==> src/rtl/rom_dl_sequencer.sv <==
// rtl/rom_dl_sequencer.sv - routes HPS ROM download bytes to SDRAM ports, sound BRAM and PROM
module rom_dl_sequencer #(
    parameter logic [23:0] P2_BASE    = 24'h30000,
    parameter logic [23:0] SND_BASE   = 24'h20000,
    parameter logic [23:0] SND_END    = 24'h30000,
    parameter logic [23:0] PROM_BASE  = 24'hA0000,
    parameter logic [15:0] RESET_HOLD = 16'hFFFF
) (
    input  logic        clk_sys,
    input  logic        reset,
    input  logic        ioctl_download,
    input  logic [7:0]  ioctl_index,
    input  logic        ioctl_wr,
    input  logic [24:0] ioctl_addr,
    input  logic [7:0]  ioctl_dout,
    output logic        ioctl_wait,
    input  logic        user_reset,
    output logic        p1_req,
    input  logic        p1_ack,
    output logic [22:0] p1_a,
    output logic [1:0]  p1_ds,
    output logic        p2_req,
    input  logic        p2_ack,
    output logic [22:0] p2_a,
    output logic [1:0]  p2_ds,
    output logic [15:0] wr_d,
    output logic        snd_we,
    output logic [15:0] snd_a,
    output logic        prom_we,
    output logic [11:0] prom_a,
    output logic        rom_loaded,
    output logic        core_reset,
    output logic        overrun
);

    localparam logic [0:0] S_IDLE = 1'b0;
    localparam logic [0:0] S_WAIT = 1'b1;

    logic [0:0]  state_q, state_d;
    logic [23:0] addr_q, addr_d;
    logic [7:0]  data_q, data_d;
    logic        p1_req_q, p1_req_d;
    logic        p2_req_q, p2_req_d;
    logic        snd_we_q, snd_we_d;
    logic        prom_we_q, prom_we_d;
    logic        overrun_q, overrun_d;
    logic        rom_loaded_q, rom_loaded_d;
    logic        dl_q, dl_d;
    logic        dl_idx0_q, dl_idx0_d;
    logic        done_pend_q, done_pend_d;
    logic [15:0] cnt_q, cnt_d;
    logic        core_reset_q, core_reset_d;

    logic        acc;
    logic        in_prom;
    logic        in_p2;
    logic        in_snd;
    logic        pending;
    logic        dl_fall;
    logic [23:0] p2_off;
    logic [11:0] prom_off;

    always_comb begin
        acc     = ioctl_download & (ioctl_index == 8'd0) & ioctl_wr;
        // 25-bit compares so addresses at or above 2^24 land in the PROM region
        in_prom = ioctl_addr >= {1'b0, PROM_BASE};
        in_p2   = ioctl_addr >= {1'b0, P2_BASE};
        in_snd  = (ioctl_addr >= {1'b0, SND_BASE}) && (ioctl_addr < {1'b0, SND_END});
        pending = (p1_req_q != p1_ack) | (p2_req_q != p2_ack);
        dl_fall = dl_q & ~ioctl_download & dl_idx0_q;

        state_d      = state_q;
        addr_d       = addr_q;
        data_d       = data_q;
        p1_req_d     = p1_req_q;
        p2_req_d     = p2_req_q;
        snd_we_d     = 1'b0;
        prom_we_d    = 1'b0;
        overrun_d    = overrun_q;
        rom_loaded_d = rom_loaded_q;
        done_pend_d  = done_pend_q;
        dl_d         = ioctl_download;
        dl_idx0_d    = ioctl_download ? (ioctl_index == 8'd0) : dl_idx0_q;

        case (state_q)
            S_IDLE: begin
                if (acc) begin
                    addr_d   = ioctl_addr[23:0];
                    data_d   = ioctl_dout;
                    snd_we_d = in_snd;
                    if (in_prom) begin
                        prom_we_d = 1'b1;
                    end else begin
                        p1_req_d = ~p1_req_q;
                        if (in_p2) begin
                            p2_req_d = ~p2_req_q;
                        end
                        state_d = S_WAIT;
                    end
                end
            end
            default: begin
                if (acc) begin
                    overrun_d = 1'b1;
                end
                if (!pending) begin
                    state_d = S_IDLE;
                end
            end
        endcase

        // A download that ends mid-write completes only once the last write is acked
        if ((dl_fall | done_pend_q) && (state_q == S_IDLE)) begin
            rom_loaded_d = 1'b1;
            done_pend_d  = 1'b0;
        end else if (dl_fall) begin
            done_pend_d = 1'b1;
        end

        cnt_d = cnt_q;
        if (user_reset | ~rom_loaded_q | ioctl_download) begin
            cnt_d = RESET_HOLD;
        end else if (cnt_q != 16'd0) begin
            cnt_d = cnt_q - 16'd1;
        end
        core_reset_d = (cnt_q != 16'd0);
    end

    always_ff @(posedge clk_sys) begin
        if (reset) begin
            state_q      <= S_IDLE;
            addr_q       <= 24'd0;
            data_q       <= 8'd0;
            p1_req_q     <= p1_ack;
            p2_req_q     <= p2_ack;
            snd_we_q     <= 1'b0;
            prom_we_q    <= 1'b0;
            overrun_q    <= 1'b0;
            rom_loaded_q <= 1'b0;
            dl_q         <= 1'b0;
            dl_idx0_q    <= 1'b0;
            done_pend_q  <= 1'b0;
            cnt_q        <= RESET_HOLD;
            core_reset_q <= 1'b1;
        end else begin
            state_q      <= state_d;
            addr_q       <= addr_d;
            data_q       <= data_d;
            p1_req_q     <= p1_req_d;
            p2_req_q     <= p2_req_d;
            snd_we_q     <= snd_we_d;
            prom_we_q    <= prom_we_d;
            overrun_q    <= overrun_d;
            rom_loaded_q <= rom_loaded_d;
            dl_q         <= dl_d;
            dl_idx0_q    <= dl_idx0_d;
            done_pend_q  <= done_pend_d;
            cnt_q        <= cnt_d;
            core_reset_q <= core_reset_d;
        end
    end

    always_comb begin
        p2_off   = addr_q - P2_BASE;
        prom_off = addr_q[11:0] - PROM_BASE[11:0];
    end

    assign ioctl_wait = (state_q == S_WAIT);
    assign p1_req     = p1_req_q;
    assign p2_req     = p2_req_q;
    assign p1_a       = addr_q[23:1];
    assign p1_ds      = {addr_q[0], ~addr_q[0]};
    assign p2_a       = p2_off[23:1];
    assign p2_ds      = {p2_off[0], ~p2_off[0]};
    assign wr_d       = {data_q, data_q};
    assign snd_we     = snd_we_q;
    assign snd_a      = addr_q[15:0];
    assign prom_we    = prom_we_q;
    assign prom_a     = prom_off;
    assign rom_loaded = rom_loaded_q;
    assign core_reset = core_reset_q;
    assign overrun    = overrun_q;

endmodule

==> config.mk <==
export PLATFORM = sky130hd
export DESIGN_NAME = rom_dl_sequencer
export DESIGN_NICKNAME = d
export VERILOG_FILES = /design/src/rtl/rom_dl_sequencer.sv
export SDC_FILE = /design/constraint.sdc
export NUM_CORES = 1
export LEC_CHECK = 0
export BUFFER_PORTS_ARGS = -buffer_cell sky130_fd_sc_hd__buf_2
export CORE_MARGIN = 3
export CORE_UTILIZATION = 50
export CTS_BUF_LIST = sky130_fd_sc_hd__clkbuf_8
export DETAILED_ROUTE_END_ITERATION = 10
export PLACE_DENSITY = 0.9
export SETUP_SLACK_MARGIN = 0.4
export SLEW_MARGIN = 15
export SYNTH_ARGS = -nofsm -noshare
export SYNTH_HDL_FRONTEND = slang
export SYNTH_SLANG_ARGS = --single-unit
==> constraint.sdc <==
create_clock -name clk_sys -period 4 [get_ports clk_sys]
set_clock_uncertainty 0.2 [all_clocks]
set_input_delay 1 -clock clk_sys [delete_from_list [all_inputs] [get_ports clk_sys]]
set_output_delay 1 -clock clk_sys [all_outputs]
set_load 0.02 [all_outputs]
==> impl_metrics.py, run 1 <==
metrics = {
    "synth": {
        "yosysTopAreaCellShare_pct": 40.2,
        "synth_commonest_cells": "57 x dfxtp_1, 53 x buf_4, 32 x a22o_1",
        "synthTopCellsByArea": "dfxtp_1 40%, buf_4 14%, a22o_1 9.9%",
        "synth_cell_types": 53,
        "synth_most_common_cell": "dfxtp_1",
        "synth_nets": 339,
        "synth_area_sq_mm": 0.00284,
        "post-synth-top-area-cell": "dfxtp_1",
        "yosys_warnings": 0,
        "synth_edf_count": 2,
        "synth-seq-cells": 59,
        "ys.flop_type": "dfxtp_1",
        "synthArstFlopShare_pct": 0,
        "syn_avg_cell_area_sq_um": 9.87,
        "yosysSeqAreaShare_pct": 42.3,
        "syn_inst": 288,
    },
    "power_and_ir_drop": {
        "powerDensity_mw_per_mm2": 384,
        "design_power_total_mw": 1.34,
        "ir_drop_uv": 237,
        "p_leak_nw": 1.71,
    },
    "clock_tree": {
        "cts_buffers": 9,
        "postCtsHoldBufs": 0,
        "cts_tree": "done",
        "post_cts_buffers": 0,
        "cts.repair.resized": 0,
        "h-tree-depth": 3,
        "clock-sinks": 59,
        "cts_max_path_buffers": 2,
        "worstSkewPairLatency_ps": 330,
        "cts.clk_slew.worst_paths_ps": 60,
        "cts_root_buf": "clkbuf_8",
    },
    "sta": {
        "drv_slew": 0,
        "slew-limit-headroom_pct": 57.0,
        "setup_tns_ps": 0,
        "setup_viol": 0,
        "worst_slew_pin_slew_ps": 639,
        "finalHoldViolCount": 0,
        "rsz0062_at_grt": "no",
        "min_period_over_period_pct": 75.6,
        "fmax_ghz": 0.331,
        "final.min_clock_period_ps": 3020,
    },
    "run": {
        "drv_cap": 0,
    },
    "critical_path": {
        "crit_chain": "ha_1 -> or3_1 -> nor3_1 -> xor2_1 -> buf_2",
        "slowest_delay_ps": 360,
        "cp-start-kind": "flop",
        "r2r_slack_ps": 1520,
        "cpLargestDelayFamily": "simple AND/OR/NAND/NOR gates",
        "cp.arrival_ps": 1820,
        "crit_buf_inv": 1,
        "path_depth": 5,
        "r2r_start": "cnt_q[0]",
        "crit_type": "reg2out",
        "ff2ff_path_depth": 6,
        "path_max_fanout": 5,
        "cp.required_ps": 2800,
        "worstSetupEndpointType": "output port",
        "crit_slowest_cell": "dfxtp_1",
        "regToRegEndpoint": "cnt_q[7]",
    },
    "drt": {
        "drc": 0,
        "first_pass_iters": 4,
        "antenna_left": 0,
        "via_per_inst": 5.34,
        "wl_um": 7230,
        "post_drt_wl_per_cell_um": 15.7,
        "vias": 2455,
        "drt_iter0_drc": 146,
    },
    "floorplanning": {
        "ios": 150,
        "core_area_sq_mm": 0.00530,
        "dieArea_sq_mm": 0.00662,
        "initial_core_util_pct": 53.6,
        "die_w_um": 81.4,
        "std_cell_rows": 26,
        "dieHeight_um": 81.4,
    },
    "placement": {
        "dp_hpwl_um": 5470,
        "portBuffers": 149,
        "dpl_cell_area_sq_mm": 0.00323,
        "gp_congestion": 0.805,
    },
    "worst_hold_path": {
        "hold_path_depth": 2,
        "hold_path_class": "reg2reg",
        "worstHoldEndpoint": "overrun",
        "min-delay-start": "overrun",
    },
    "cells_and_area": {
        "utilization_pct": 65.7,
        "fin_nets": 436,
        "layout-drive-gt1-share_pct": 46.4,
        "syn_to_final_growth_pct": 22.5,
        "stdcell_area_sq_mm": 0.00348,
        "n_antenna_cell": 0,
        "largest_reg_flops": 24,
        "top_regs": "addr_q: 24 flops, cnt_q: 16 flops, data_q: 8 flops",
        "fillCellCount": 440,
        "top_register": "addr_q",
    },
    "global_routing": {
        "use_met1_pct": 25.8,
        "antenna_found_initial": 0,
        "grt_pass1_wl_um": 11000,
        "busiest_layer": "met2",
        "gr-total-overflow": 0,
        "grt_usage_pct": 21.8,
        "met2_usage_pct": 37.1,
        "grt_pass1_vias": 2220,
        "met3_usage_pct": 4.99,
        "grt_max_degree": 34,
    },
    "outcome": {
        "status": "finished clean",
    },
}
-- power breakdown --
part	switching, mW	leakage [nW]	internal (mW)	total (mW)
clock	0.220	0.136	0.471	0.692
combinational	0.0269	1.09	0.0252	0.0520
sequential	0.00173	0.480	0.593	0.595
-- layout by cell type, fill, tap and decap left out, types with 2 or more instances in the layout --
master	count
buf_2	149
dfxtp_1	57
a22o_1	32
nor2_1	13
o21ai_0	13
clkbuf_8	9
inv_1	8
nand2_1	8
nor3_1	8
xnor2_1	7
a31oi_1	7
or3_1	6
a21oi_1	4
xor2_1	4
nand3_1	4
and4_1	4
bufinv_16	4
and3_1	3
or4_1	3
nor4_1	3
nand4_1	3
ha_1	3
nor3b_1	2
or2_2	2
or4_4	2
nand3b_1	2
edfxtp_1	2
buf_4	2
-- metal layers --
layer | wire, um | vias to the layer above
li1 | - | 1190
met2 | 3690 | 109
met1 | 2860 | 1141
met4 | 151 | 0
met5 | 0 | -
met3 | 526 | 15
-- metrics by stage --
stage,hold slack (ps),setup WS [ps],std cells
2_1_floorplan,257,1280,288
3_3_place_gp,266,920,444
3_5_place_dp,266,880,444
4_1_cts,296,978,460
5_1_grt,327,868,460
6_report,295,977,460
-- worst register-to-register path, delay by kind of cell, from the launching register on --
family	cells	cell delay, ps
and+or+nand+nor	3	1440
DFF	1	340
adders and majority gates	1	180
buffers and inverters	1	90
AOI/OAI and AO/OA	1	170
-- worst max path at each step --
stage	start	end	slack, ps
after floorplan	addr_q[16]	p2_a[21]	1280
after global placement	ioctl_index[3]	snd_we	920
after detailed placement	ioctl_index[3]	snd_we	880
after CTS	addr_q[16]	p2_a[21]	980
after global routing	addr_q[16]	p2_a[21]	870
final	addr_q[16]	p2_a[21]	980
-- cell type report --
class / count / area (sq um) / area share [%]
clock buffer: 9 / 124 / 3.56
clock inverter: 7 / 133 / 3.81
inverter: 6 / 22.5 / 0.647
multi-input combinational: 158 / 1150 / 33.1
sequential: 59 / 1200 / 34.5
tap: 70 / 87.6 / 2.52
timing repair buffer: 151 / 761 / 21.8
-- cell families after synthesis --
family,Yosys count,share of synthesized area [%]
DFF,59,42.3
and+or+nand+nor,75,16.8
AOI/OAI and AO/OA,69,18.9
xor gates and xnor gates,11,3.39
adders and majority gates,3,1.32
buffers and inverters,71,17.3
Note: power is estimated with default switching activity, not from simulation.
==> run 2, diff against run 1 <==
CORE_UTILIZATION = 42   (was 50)
PLACE_DENSITY = 0.8   (was 0.9)
clock period = 2.7 ns   (was 4 ns; I/O delays follow)
==> impl_metrics.py, run 2 (same netlist as run 1, synthesis figures left out) <==
metrics = {
    "sta": {
        "setup_tns_ps": 0,
        "drv_slew": 0,
        "finalHoldViolCount": 0,
        "min_period_over_period_pct": 94.3,
        "rsz0062_at_grt": "yes",
        "fmax_ghz": 0.393,
        "slew-limit-headroom_pct": 66.2,
        "worst_slew_pin_slew_ps": 505,
        "final.min_clock_period_ps": 2550,
        "setup_viol": 0,
    },
    "floorplanning": {
        "initial_core_util_pct": 44.0,
        "dieHeight_um": 88.3,
        "std_cell_rows": 29,
        "die_w_um": 88.3,
        "ios": 150,
        "core_area_sq_mm": 0.00646,
        "dieArea_sq_mm": 0.00779,
    },
    "global_routing": {
        "gr-total-overflow": 0,
        "grt_pass1_wl_um": 10500,
        "grt_max_degree": 33,
        "antenna_found_initial": 0,
        "grt_pass1_vias": 2241,
        "grt_usage_pct": 17.2,
    },
    "clock_tree": {
        "postCtsHoldBufs": 0,
        "worstSkewPairLatency_ps": 330,
        "cts_buffers": 9,
        "h-tree-depth": 3,
        "cts.clk_slew.worst_paths_ps": 60,
        "cts_max_path_buffers": 2,
        "cts_tree": "done",
        "clock-sinks": 59,
        "cts_root_buf": "clkbuf_8",
    },
    "cells_and_area": {
        "layout_common_cells": "147 x buf_2, 55 x dfxtp_1, 32 x a22o_1",
        "n_antenna_cell": 0,
        "largest_reg_flops": 24,
        "syn_to_final_growth_pct": 26.5,
        "fin_nets": 446,
        "top_regs": "addr_q: 24 flops, cnt_q: 16 flops, data_q: 8 flops",
        "final_cell_count_no_fill": 477,
        "layout-drive-gt1-share_pct": 50.5,
        "top_register": "addr_q",
        "final_common_cell": "buf_2",
    },
    "placement": {
        "portBuffers": 149,
        "dp_cells": 457,
        "gp_congestion": 0.792,
        "dp_hpwl_um": 5380,
    },
    "critical_path": {
        "crit_type": "reg2out",
        "cp.required_ps": 1820,
        "worstSetupEndpointType": "output port",
        "crit_buf_inv": 2,
        "crit_slowest_cell": "dfxtp_4",
        "cp.arrival_ps": 1670,
        "crit_chain": "ha_4 -> or3_4 -> buf_6 -> xnor2_2 -> buf_4",
        "cp-start-kind": "flop",
        "path_max_fanout": 3,
        "slowest_delay_ps": 360,
        "cpLargestDelayFamily": "flip-flops",
    },
    "power_and_ir_drop": {
        "powerDensity_mw_per_mm2": 465,
        "ir_drop_uv": 239,
        "p_leak_nw": 1.76,
    },
    "drt": {
        "wl_um": 7040,
        "post_drt_wl_per_cell_um": 14.8,
        "antenna_left": 0,
        "drt_iter0_drc": 40,
        "via_per_inst": 5.20,
        "first_pass_iters": 4,
        "vias": 2482,
        "drc": 0,
    },
    "outcome": {
        "status": "finished clean",
    },
    "run": {
        "drv_cap": 0,
    },
    "worst_hold_path": {
        "hold_path_class": "reg2reg",
    },
}
## run 2: cell types whose count changed in the layout (fill, tap and decap cells not counted), moves of 2 or more
cell       delta
buf_4         +9
dfxtp_1       -2
clkbuf_8      +2
bufinv_16     -4
buf_2         -2
clkinv_2      +3
buf_12        +2
inv_1         -2
## run 2: layer usage
metal / wire, um / track usage [%]
met5: 0 / 0
met1: 2670 / 18.3
met4: 59 / 4.95
met3: 500 / 6.52
met2: 3810 / 31.3
## run 2: metrics by stage
stage               cell area, sq um  power (mW)  utilization (%)  setup WS, ps  hold slack [ps]
finish                          3590        1.67             55.7           153              290
global route                    3590        1.74             55.7           104              314
CTS                             3560        1.68             55.1          91.4              296
detailed placement              3320       0.981             51.4           145              278
global placement                3320       0.980             51.4           169              265
floorplan                       2860       0.932                -           382              257
## run 2: area by class of cell
class	count	area, sq um
tap	77	96.3
fill	582	2860
clock buffer	11	151
inverter	6	22.5
multi-input combinational	158	1220
timing repair buffer	161	870
sequential	59	1210
clock inverter	5	27.5
## run 2: path summary, 6_finish.rpt
| kind | start | slack, ps | end | depth (start not counted) |
|---|---|---|---|---|
| worst min register to register | data_q[6] | 290 | data_q[6] | 1 |
| worst min-delay path | data_q[6] | 290 | data_q[6] | 1 |
| worst max-delay path | addr_q[16] | 150 | p2_a[19] | 5 |
| worst max register to register | cnt_q[7] | 620 | cnt_q[9] | 4 |
## run 2: timing repair
item | CTS | global route
resized for setup | 9 | 6
endpoints found under the setup margin | 4 | 11
pin swaps | 3 | 5
setup buffers | 3 | 1
## run 2: where the power goes
part | switching, mW | internal (mW)
combinational | 0.0390 | 0.0399
clock | 0.337 | 0.376
sequential | 0.00287 | 0.878
total | 0.379 | 1.29
